### src/rtl/fetch_ctrl_pkg.sv
// fetch_ctrl_pkg: shared state encoding, default parameters and next-PC select for fetch_ctrl
package fetch_ctrl_pkg;
   typedef enum logic [1:0] {LOAD = 2'd0, START = 2'd1, RUN = 2'd2, HALT = 2'd3} state_t;
   localparam int          IM_DEPTH_DEF     = 1024;
   localparam logic [31:0] RESET_VECTOR_DEF = 32'h0000_0000;
   function automatic logic [31:0] next_pc_sel(
      input logic br, input logic [31:0] bt, input logic jmp, input logic [31:0] jt,
      input logic stall, input logic [31:0] pc, input logic [31:0] npc);
      return br ? bt : jmp ? jt : stall ? pc : npc;
   endfunction
endpackage

### src/rtl/fetch_ctrl.sv
// fetch_ctrl: loads a host program into instruction memory, then steers the fetch PC
module fetch_ctrl
   import fetch_ctrl_pkg::*;
#(
   parameter int          IM_DEPTH     = IM_DEPTH_DEF,
   parameter logic [31:0] RESET_VECTOR = RESET_VECTOR_DEF
) (
   input  logic        CLK,
   input  logic        RST,
   input  logic        LD_VALID,
   input  logic [31:0] LD_DATA,
   input  logic        LD_LAST,
   output logic        LD_READY,
   input  logic [31:0] PC,
   input  logic [31:0] NEXT_PC,
   input  logic        STALL,
   input  logic        BR_TAKEN,
   input  logic [31:0] BR_TARGET,
   input  logic        JMP,
   input  logic [31:0] JMP_TARGET,
   input  logic        HALT_REQ,
   output logic [31:0] NEW_PC,
   output logic        IM_WE,
   output logic [31:0] IM_WDATA,
   output logic        FLUSH,
   output logic        RUNNING,
   output logic        LD_ERR,
   output logic [10:0] LD_COUNT
);
   localparam logic [10:0] LAST_IDX = 11'(IM_DEPTH - 1);
   state_t state;
   always_ff @(posedge CLK)
      if (!RST) begin
         state    <= LOAD;
         LD_COUNT <= '0;
         LD_ERR   <= 1'b0;
         RUNNING  <= 1'b0;
      end else
         case (state)
            LOAD:
               if (LD_VALID) begin
                  LD_COUNT <= LD_COUNT + 11'd1;
                  if (LD_LAST)
                     state <= START;
                  else if (LD_COUNT == LAST_IDX) begin
                     state  <= HALT;
                     LD_ERR <= 1'b1;
                  end
               end
            START: begin
               state   <= RUN;
               RUNNING <= 1'b1;
            end
            RUN:
               if (HALT_REQ) begin
                  state   <= HALT;
                  RUNNING <= 1'b0;
               end
            default: ;
         endcase
   // Reset forces the fetch stage onto RESET_VECTOR so the next load starts there
   assign LD_READY = RST && state == LOAD;
   assign IM_WE    = LD_READY && LD_VALID;
   assign IM_WDATA = LD_DATA;
   assign FLUSH    = RST && (state == START || (state == RUN && (BR_TAKEN || JMP)));
   assign NEW_PC   = !RST            ? RESET_VECTOR :
                     state == LOAD   ? (LD_VALID ? NEXT_PC : PC) :
                     state == START  ? RESET_VECTOR :
                     state == RUN    ? next_pc_sel(BR_TAKEN, BR_TARGET, JMP, JMP_TARGET, STALL, PC, NEXT_PC) :
                     PC;
endmodule

### config.mk
export PLATFORM = sky130hd
export DESIGN_NAME = fetch_ctrl
export DESIGN_NICKNAME = d
export VERILOG_FILES = /design/src/rtl/fetch_ctrl_pkg.sv /design/src/rtl/fetch_ctrl.sv
export SDC_FILE = /design/constraint.sdc
export NUM_CORES = 1
export LEC_CHECK = 0
export CAP_MARGIN = 20
export CORE_ASPECT_RATIO = 0.9
export CORE_MARGIN = 1
export CORE_UTILIZATION = 32
export CTS_CLUSTER_SIZE = 10
export DETAILED_ROUTE_END_ITERATION = 12
export GPL_TIMING_DRIVEN = 0
export PLACE_DENSITY = 0.85
export SYNTH_ARGS = -nofsm -noshare
export SYNTH_HDL_FRONTEND = slang
export SYNTH_SLANG_ARGS = --single-unit
### constraint.sdc
create_clock -name CLK -period 2.3 [get_ports CLK]
set_input_delay 0.345 -clock CLK [delete_from_list [all_inputs] [get_ports CLK]]
set_output_delay 0.345 -clock CLK [all_outputs]
set_load 0.02 [all_outputs]
==> results of run 1 <==
## placed cells by master, fill, tap and decap left out, types with 2 or more instances in the layout
cell type	n
a211o_1	30
dfxtp_1	13
o21a_1	2
and2_1	8
ha_1	2
nor3_1	4
clkdlybuf4s50_1	177
clkbuf_4	3
clkbuf_1	4
o21ai_0	3
xor2_1	3
buf_8	3
dfxtp_2	2
dlygate4sd2_1	2
buf_4	72
nand4_1	2
nand2_2	2
o221ai_2	28
clkbuf_16	2
clkbuf_2	9
xnor2_1	5
o221ai_1	3
inv_1	2
inv_2	2
a22oi_1	62
nor2_1	34
and4_1	2
buf_2	8
buf_6	8
nand3_1	6
clkbuf_8	3
nor2b_1	5
mux2i_1	34
ha_2	2
a21oi_1	2
nand2_1	12
## timing repair
action / in CTS / in global routing
hold endpoints to repair: 0 / 0
resized for setup: 245 / 38
cloned: 1 / 3
setup buffers: 3 / 0
endpoints found under the setup margin: 35 / 33
hold buffers: 0 / 0
pin swaps: 1 / 3
## worst max-delay path: stages, from the launching register on
cell	delay (ns)
dfxtp_2	0.33
buf_6	0.12
ha_4	0.15
nand2b_4	0.13
or2_4	0.25
buf_12	0.15
buf_8	0.13
a211o_1	0.25
o221ai_2	0.09
buf_4	0.18
## area by class of cell
| cell class | instances | area, um2 |
|---|---|---|
| clock inverters | 1 | 5.00 |
| plain buffers | 71 | 523 |
| multi-input cells | 270 | 2200 |
| repair buffers | 220 | 2170 |
| flip-flops and latches | 15 | 303 |
| fillers | 727 | 2810 |
| well taps | 115 | 144 |
| inverters | 4 | 15.0 |
| clock buffers | 3 | 41.3 |
## state kept, by name, summed over array words and instances, names as in the netlist
| signal | flops |
|---|---|
| LD_ERR | 1 |
| RUNNING | 1 |
| LD_COUNT | 11 |
| state | 2 |
## through the flow
stage,setup TNS [ns],cells,util
final,-1.45,699,0.658
after global routing,-2.80,699,0.658
after CTS,-0.466,696,0.636
after detailed placement,-16.24,688,0.613
after global placement,-16.42,688,0.613
after floorplan,0,360,-
## worst min-delay path by stage
stage,start,endpoint,slack [ns],cells past startpoint
2_1_floorplan,state[1]$_SDFFE_PN0P_,state[1]$_SDFFE_PN0P_,0.47,2
3_3_place_gp,LD_ERR$_SDFFE_PN0P_,LD_ERR$_SDFFE_PN0P_,0.46,1
3_5_place_dp,LD_ERR$_SDFFE_PN0P_,LD_ERR$_SDFFE_PN0P_,0.46,1
4_1_cts,LD_ERR$_SDFFE_PN0P_,LD_ERR$_SDFFE_PN0P_,0.48,1
5_1_grt,LD_ERR$_SDFFE_PN0P_,LD_ERR$_SDFFE_PN0P_,0.49,1
6_report,LD_ERR$_SDFFE_PN0P_,LD_ERR$_SDFFE_PN0P_,0.47,1
## cells in the mapped netlist (2+ instances only)
master | number | area, um2
a211o_1 | 30 | 263
a21oi_1 | 2 | 10.0
a22oi_1 | 62 | 465
and2_1 | 8 | 50.1
and4_1 | 2 | 17.5
buf_2 | 15 | 75.1
buf_4 | 34 | 255
buf_6 | 5 | 56.3
clkbuf_1 | 16 | 60.1
dfxtp_1 | 15 | 300
ha_1 | 5 | 62.6
inv_1 | 4 | 15.0
mux2i_1 | 34 | 340
nand2_1 | 13 | 48.8
nand2b_1 | 2 | 12.5
nand3_1 | 6 | 30.0
nand4_1 | 2 | 12.5
nor2_1 | 34 | 128
nor2b_1 | 5 | 31.3
nor3_1 | 4 | 20.0
o21a_1 | 2 | 15.0
o21ai_0 | 4 | 20.0
o221ai_1 | 31 | 272
xnor2_1 | 5 | 43.8
xor2_1 | 3 | 26.3
## per-layer routing
metal | global-route usage | vias up
met1 | 0.306 | 1900
met4 | 0.103 | 0
met5 | 0 | -
met2 | 0.486 | 200
li1 | - | 1828
met3 | 0.0334 | 39
## logic make-up after synthesis
| kind of cell | after synthesis | synth area share |
|---|---|---|
| XOR/XNOR | 8 | 0.0254 |
| AO/OA/AOI/OAI | 140 | 0.404 |
| AND/OR/NAND/NOR | 83 | 0.148 |
| adder cells (fa/ha/maj) | 5 | 0.0226 |
| buffers and inverters | 75 | 0.168 |
| multiplexers | 34 | 0.123 |
| flip-flops | 15 | 0.109 |
## power breakdown
group          total (W)  internal, W  switching, W
registers       0.000334     0.000301     0.0000330
logic            0.00318      0.00153       0.00164
clock network   0.000221     0.000120      0.000101
total            0.00373      0.00195       0.00178
==> out/metrics.cfg, run 1 <==
[grt]
grt_pass1_wl_um=19200
grt_pass1_vias=3935
grt_overflow_total=0
gr-usage-all-layers=0.265
grt_max_degree=11
antenna_found_initial=0

[setup_path]
crit_fanout=8
cp-start-kind=flip-flop
rr_worst_depth=7
crit_end=NEW_PC[28]
worstReg2RegEnd=LD_COUNT[10]$_SDFFE_PN0P_
required_ns=1.96
r2r-start=state[1]$_SDFFE_PN0P_
r2r_slack_ns=0.76
critPathLaunch=state[0]$_SDFFE_PN0P_
critPathKind=reg2out
end_kind=output port
worstPathArrival_ns=2.04

[logic_synthesis]
synth_ff_type=dfxtp_1
syn_area_um2=2760
syn_nets=533
synth-edff-count=0
synth.distinct_cells=42
netlist_instances=360
ys_ff_latch=15
yosys_warnings=0
synth-async-reset-ratio=0
synth.avg_cell_area_um2=7.68
synth-seq-area-share=0.109

[floorplanning]
core_um2=8220
num_io_pins=248
fp.dieH_um=90.2
start_util=0.336
fp.dieW_um=100
die_area_um2=9010
num_rows=31

[sta]
finalHoldViolCount=0
fmax_mhz=418
finalWorstSetupSlack_ns=-0.0898
setup_violations=29
slew_violations=0
rsz0062_at_grt=true
tightest_slew_ns=0.535
slew_headroom=0.643
period_share=1.04
finClkSkew_ns=0.00517
min_period_ns=2.39
timing.hold.ws_ns=0.471

[finish]
drive_gt1_frac=0.264
design_area_um2=5410
area_delta_synth_final_pct=95.7
diodes=0
final_nets=758

[routing]
wl_met1_um=4920
drc=0
num_vias=3967
postRouteAntennaNets=0
dr.pass1.iters=5
wire_per_inst_um=18.6
routed.top_layer=met4
met2WireLength_um=6800
dr_wl_met3_um=806
first_iter_violations=138
vias_per_cell=5.68
wl_um=13000

[clocking]
cts_sinks=15
max-clock-path-buffers=2
clk_pin_slew_ns=0.07
insertion_delay_ns=0.26
cts-buffers-inserted=3
cts_tree=yes
root_buffer=clkbuf_8
h-tree-depth=1

[place]
placed_cell_area_um2=5040
place_ws_ns=-0.552
place_hpwl_um=9650
io_buffers=213
place_congestion=0.912

[power]
ir_drop_v=0.000375
cellLeakagePower_nw=2.21
power_w=0.00373
power.density_nw_per_um2=690

[status]
status=finished, violations left
violations=setup timing

[worst_hold_path]
hold_path.class=reg2reg

[job]
maxCapViolCount=0

(Power assumes the default switching activity.)
==> run 2: changes to the inputs <==
--- a/config.mk
+++ b/config.mk
@@ -13,6 +13,7 @@
 export DETAILED_ROUTE_END_ITERATION = 12
 export GPL_TIMING_DRIVEN = 0
 export PLACE_DENSITY = 0.85
+export SKIP_CTS_REPAIR_TIMING = 1
 export SYNTH_ARGS = -nofsm -noshare
 export SYNTH_HDL_FRONTEND = slang
 export SYNTH_SLANG_ARGS = --single-unit
==> run 2 against run 1 <==
Compared with the run above: the flow still finishes with violations (setup timing); clock skew rose by 0.00060 ns; clock power about the same; via count decreased by 1.5%; critical path depth decreased by 1; power decreased by 3.0%; first-iteration DRC count down 2.2%; hold slack worse by 0.0011 ns; fmax increased by 1.0%; highest routed layer unchanged.
==> out/metrics.cfg, run 2 (synthesis results as in run 1) <==
[status]
status=finished, violations left
violations=setup timing

[sta]
fin_tns_setup_ns=-0.559  ; +0.891 ns
setup_violations=22  ; -24%
tightest_slew_ns=0.524  ; -0.0116 ns
finalWorstSetupSlack_ns=-0.0652  ; +0.0246 ns
period_share=1.03  ; -0.0107
min_period_ns=2.37  ; -0.0246 ns
slew_headroom=0.651  ; +0.00773
finClkSkew_ns=0.00577  ; +0.000600 ns
fmax_mhz=423  ; +1.0%
finalHoldViolCount=0  ; unchanged
rsz0062_at_grt=true
slew_violations=0  ; unchanged

[floorplanning]
fp.dieW_um=100  ; unchanged
num_rows=31  ; unchanged
start_util=0.336  ; unchanged
core_um2=8220  ; unchanged
die_area_um2=9010  ; unchanged
fp.dieH_um=90.2  ; unchanged
num_io_pins=248  ; unchanged

[finish]
drive_gt1_frac=0.242  ; -0.0218
reg_top3=LD_COUNT: 11 flops, state: 2 flops
diodes=0  ; unchanged
fin_util=0.649  ; -0.00867
layout_common_cells=clkdlybuf4s50_1, buf_4, a22oi_1
top_register=LD_COUNT
largest_reg_flops=11  ; unchanged
mostFrequentLayoutCell=clkdlybuf4s50_1
final_nets=757  ; -0.13%
area_delta_synth_final_pct=93.1

[grt]
grt_pass1_vias=3801  ; -3.4%
grt_overflow_total=0  ; unchanged
gr-usage-all-layers=0.255  ; -0.00945
grt_pass1_wl_um=18600  ; -3.1%
antenna_found_initial=0  ; unchanged
grt_max_degree=11  ; unchanged

[clocking]
h-tree-depth=1  ; unchanged
cts-buffers-inserted=3  ; unchanged
cts_tree=yes
root_buffer=clkbuf_8
insertion_delay_ns=0.25  ; about the same
max-clock-path-buffers=2  ; unchanged
cts_sinks=15  ; unchanged
clk_pin_slew_ns=0.07  ; about the same

[power]
power.density_nw_per_um2=678  ; -1.7%
ir_drop_v=0.000374  ; -0.32%
cellLeakagePower_nw=2.20  ; -0.41%
power_w=0.00362  ; -3.0%

[routing]
first_iter_violations=135  ; -2.2%
postRouteAntennaNets=0  ; unchanged
wl_um=12400  ; -4.2%
vias_per_cell=5.60  ; -1.3%
dr.pass1.iters=5  ; unchanged
num_vias=3909  ; -1.5%
drc=0  ; unchanged
wire_per_inst_um=17.8  ; -4.1%

[setup_path]
end_kind=output port
required_ns=1.96  ; about the same
worstPathArrival_ns=2.02  ; -0.02 ns
crit_fanout=8  ; unchanged
critPathKind=in2out
r2r_slack_ns=0.71  ; -0.05 ns
cp-start-kind=input pin

[place]
place_congestion=0.912  ; unchanged
io_buffers=213  ; unchanged
place_hpwl_um=9650  ; unchanged

[job]
maxCapViolCount=0  ; unchanged

[worst_hold_path]
hold_path.class=reg2reg

run 2: layer usage:
metal / up-vias / GRT usage / part of all wire
li1: 1826 / - / -
met1: 1843 / 0.298 / 0.39
met2: 210 / 0.468 / 0.52
met3: 30 / 0.0334 / 0.064
met4: 0 / 0.0907 / 0.027
met5: - / 0 / 0
run 2: final timing paths:
path | from | to | cells after the start
max reg2reg | state[0]$_SDFFE_PN0P_ | LD_COUNT[9]$_SDFFE_PN0P_ | 8
min reg2reg | LD_ERR$_SDFFE_PN0P_ | LD_ERR$_SDFFE_PN0P_ | 1
min | LD_ERR$_SDFFE_PN0P_ | LD_ERR$_SDFFE_PN0P_ | 1
max | RST | NEW_PC[21] | 8
run 2: worst max-delay path, stage by stage:
cell and delay [ns]:
clkdlybuf4s50_1 0.55, nand2b_4 0.07, or2_4 0.23, buf_12 0.15, buf_8 0.13, a211o_1 0.22
o221ai_1 0.11, buf_4 0.20
run 2: where the power goes:
part	total, W	switching [W]	leakage, nW	internal [W]
Combinational	0.00305	0.00157	2.05	0.00148
Clock	0.000218	0.0000978	0.0255	0.000120
Sequential	0.000353	0.0000452	0.123	0.000308
run 2: final cells by class:
| cell class | instances | area, um2 |
|---|---|---|
| Inverter | 4 | 17.5 |
| Clock buffer | 3 | 41.3 |
| Buffer | 71 | 531 |
| Clock inverter | 1 | 5.00 |
| Fill cell | 723 | 2890 |
| Sequential cell | 15 | 308 |
| Timing Repair Buffer | 219 | 2150 |
| Multi-Input combinational cell | 270 | 2140 |
| Tap cell | 115 | 144 |
run 2: metrics by stage:
step | instance area [um2] | cells | setup WS, ns | hold slack (ns)
after floorplan | 2760 | 360 | 0.245 | 0.471
after global placement | 5040 | 688 | -0.579 | 0.455
after detailed placement | 5040 | 688 | -0.552 | 0.458
after CTS | 5090 | 692 | -0.662 | 0.476
after global routing | 5340 | 698 | -0.121 | 0.493
final | 5340 | 698 | -0.0652 | 0.470
==> run 3: changes to the inputs <==
--- a/config.mk
+++ b/config.mk
@@ -12,7 +12,7 @@
 export CTS_CLUSTER_SIZE = 10
 export DETAILED_ROUTE_END_ITERATION = 12
 export GPL_TIMING_DRIVEN = 0
-export PLACE_DENSITY = 0.85
+export PLACE_DENSITY = 0.83
 export SKIP_CTS_REPAIR_TIMING = 1
 export SYNTH_ARGS = -nofsm -noshare
 export SYNTH_HDL_FRONTEND = slang
==> constraint.sdc (replaced) <==
create_clock -name CLK -period 2.69 [get_ports CLK]
set_input_delay 0.4035 -clock CLK [delete_from_list [all_inputs] [get_ports CLK]]
set_output_delay 0.4035 -clock CLK [all_outputs]
set_load 0.02 [all_outputs]
==> run 3 against run 2 <==
Compared with the run above: the run now ends clean; register-to-register slack improved by 0.40 ns; sequential power fell by 19%; clock skew fell by 0.0029 ns; clock-buffer cell count stayed put; largest cell class unchanged; combinational power fell by 23%; global-route usage fell by 0.35 points.
==> out/metrics.cfg, run 3 (synthesis results as in run 1) <==
[finish]
nFillCells=730  ; +0.97%
multi_input_area_um2=2000  ; -6.4%
area_delta_synth_final_pct=86.9
layout_common_cells=clkdlybuf4s50_1, a22oi_1, nor2_1, buf_4, mux2i_1
final_nets=751  ; -0.79%
reg_top3=LD_COUNT: 11 flops, state: 2 flops
largest_reg_flops=11  ; unchanged
diodes=0  ; unchanged
drive_gt1_frac=0.132  ; -0.110
regArea_um2=300  ; -2.4%
fin_util=0.628  ; -0.0210
final_cells=692  ; -0.86%
top_register=LD_COUNT
design_area_um2=5160  ; -3.2%
mostFrequentLayoutCell=clkdlybuf4s50_1

[routing]
wl_um=12400  ; about the same
dr.pass1.iters=5  ; unchanged
postRouteAntennaNets=0  ; unchanged
vias_per_cell=5.54  ; -1.1%
drc=0  ; unchanged
wire_per_inst_um=18.0  ; +0.89%
first_iter_violations=165  ; +22%
num_vias=3834  ; -1.9%

[grt]
grt_pass1_wl_um=18400  ; -1.1%
grt_pass1_vias=3759  ; -1.1%
grt_overflow_total=0  ; unchanged
grt_max_degree=11  ; unchanged
gr-usage-all-layers=0.252  ; -0.00350
antenna_found_initial=0  ; unchanged

[setup_path]
crit_fanout=10  ; +2
r2r_slack_ns=1.11  ; +0.40 ns
cp-start-kind=input pin
path_cells=clkdlybuf4s50_1 -> nor2b_4 -> buf_2 -> a22oi_1 -> a211o_1 -> o221ai_1 -> dlymetal6s2s_1
rr_worst_depth=7  ; -1
worstReg2RegEnd=LD_COUNT[6]$_SDFFE_PN0P_
critPathMaxStageDelay_ns=0.54  ; about the same
required_ns=2.29  ; +0.33 ns
crit_slowest_cell=clkdlybuf4s50_1
r2r-start=state[0]$_SDFFE_PN0P_
worstPathArrival_ns=2.24  ; +0.22 ns
end_kind=output port
critPathKind=in2out

[power]
swShare=0.487  ; +0.0138
clock_power_share=0.067  ; +0.007
ir_drop_v=0.000264  ; -29%
p_switching_w=0.00137  ; -20%
power_frac_seq=0.102  ; +0.004
power_w=0.00281  ; -22%
p_int_w=0.00144  ; -24%
power.density_nw_per_um2=545  ; -20%
power_frac_comb=0.831  ; -0.011
cellLeakagePower_nw=2.46  ; +12%

[floorplanning]
num_io_pins=248  ; unchanged
core_um2=8220  ; unchanged
num_rows=31  ; unchanged
fp.dieW_um=100  ; unchanged
fp.dieH_um=90.2  ; unchanged
die_area_um2=9010  ; unchanged
start_util=0.336  ; unchanged

[place]
placed_cells=688  ; unchanged
placed_cell_area_um2=5040  ; unchanged
place_hpwl_um=9600  ; -0.48%
io_buffers=213  ; unchanged
place_congestion=0.861  ; -5.5%

[status]
status=finished, final reports clean

[sta]
finalHoldViolCount=0  ; unchanged
timing.hold.ws_ns=0.481  ; +0.0111 ns
fmax_mhz=379
period_share=0.981
finClkSkew_ns=0.00288  ; -0.00289 ns
tightest_slew_ns=0.564  ; +0.0408 ns
setup_violations=0  ; -100%
slew_violations=0  ; unchanged
min_period_ns=2.64
slew_headroom=0.624  ; -0.0272

[worst_hold_path]
hold_path.class=reg2reg
hold_path_depth=1  ; unchanged
hold_path_end=LD_ERR$_SDFFE_PN0P_
hp-start=LD_ERR$_SDFFE_PN0P_

[clocking]
insertion_delay_ns=0.25  ; about the same
cts_tree=yes
cts-buffers-inserted=3  ; unchanged
h-tree-depth=1  ; unchanged
cts_sinks=15  ; unchanged
clk_pin_slew_ns=0.07  ; about the same
root_buffer=clkbuf_8
max-clock-path-buffers=2  ; unchanged

[job]
maxCapViolCount=0  ; unchanged

[run 3: cell count changes in the layout (fill, tap and decap cells not counted), moves of 3 or more]
| cell | delta |
|---|---|
| buf_2 | +5 |
| clkbuf_1 | +5 |
| o221ai_2 | -16 |
| ha_1 | +3 |
| buf_4 | -35 |
| dlymetal6s2s_1 | +28 |
| buf_8 | -3 |
| clkbuf_16 | -3 |
| o221ai_1 | +16 |
[run 3: power groups by stage]
stage                     Combinational (W)  Clock (W)  Sequential (W)
final                               0.00234   0.000189        0.000286
after global routing                0.00247   0.000204        0.000291
after CTS                           0.00238   0.000193        0.000286
after detailed placement            0.00237          0        0.000291
after global placement              0.00233          0        0.000287
after floorplan                     0.00132          0        0.000303
[run 3: per-stage QoR]
step	setup slack, ns	setup TNS, ns
after floorplan	0.577	0
after global placement	-0.295	-7.15
after detailed placement	-0.327	-7.62
after CTS	-0.329	-8.94
after global routing	-0.00140	-0.00140
final	0.0506	0
[run 3: final cells by class]
| cell class | instances | share of cell area |
|---|---|---|
| clock inverter | 1 | 0.000969 |
| tap | 115 | 0.0279 |
| inverter | 4 | 0.00291 |
| multi-input combinational | 270 | 0.388 |
| sequential | 15 | 0.0581 |
| clock buffer | 3 | 0.00799 |
| buffer | 71 | 0.0906 |
| timing repair buffer | 213 | 0.423 |
[run 3: routing by layer]
metal / GRT usage / routed length [um] / vias up
met5: 0 / 0 / -
met4: 0.0723 / 208 / 0
met3: 0.0435 / 819 / 16
met2: 0.467 / 6600 / 183
met1: 0.290 / 4820 / 1827
li1: - / - / 1808
[run 3: worst max path at each step]
stage / from / to / slack (ns) / cells after the start
finish: JMP / NEW_PC[13] / 0.05 / 7
CTS: state[1]$_SDFFE_PN0P_ / NEW_PC[17] / -0.33 / 8
global placement: JMP / NEW_PC[17] / -0.29 / 7
global route: state[1]$_SDFFE_PN0P_ / NEW_PC[18] / -0.001 / 6
detailed placement: JMP / NEW_PC[22] / -0.33 / 7
floorplan: state[0]$_SDFFE_PN0P_ / NEW_PC[30] / 0.58 / 7
[run 3: worst max-delay path: cells and delay by family]
kind	cells	cell delay (ns)
buffers and inverters	3	1.08
AOI/OAI and AO/OA	3	0.53
and+or+nand+nor	1	0.23
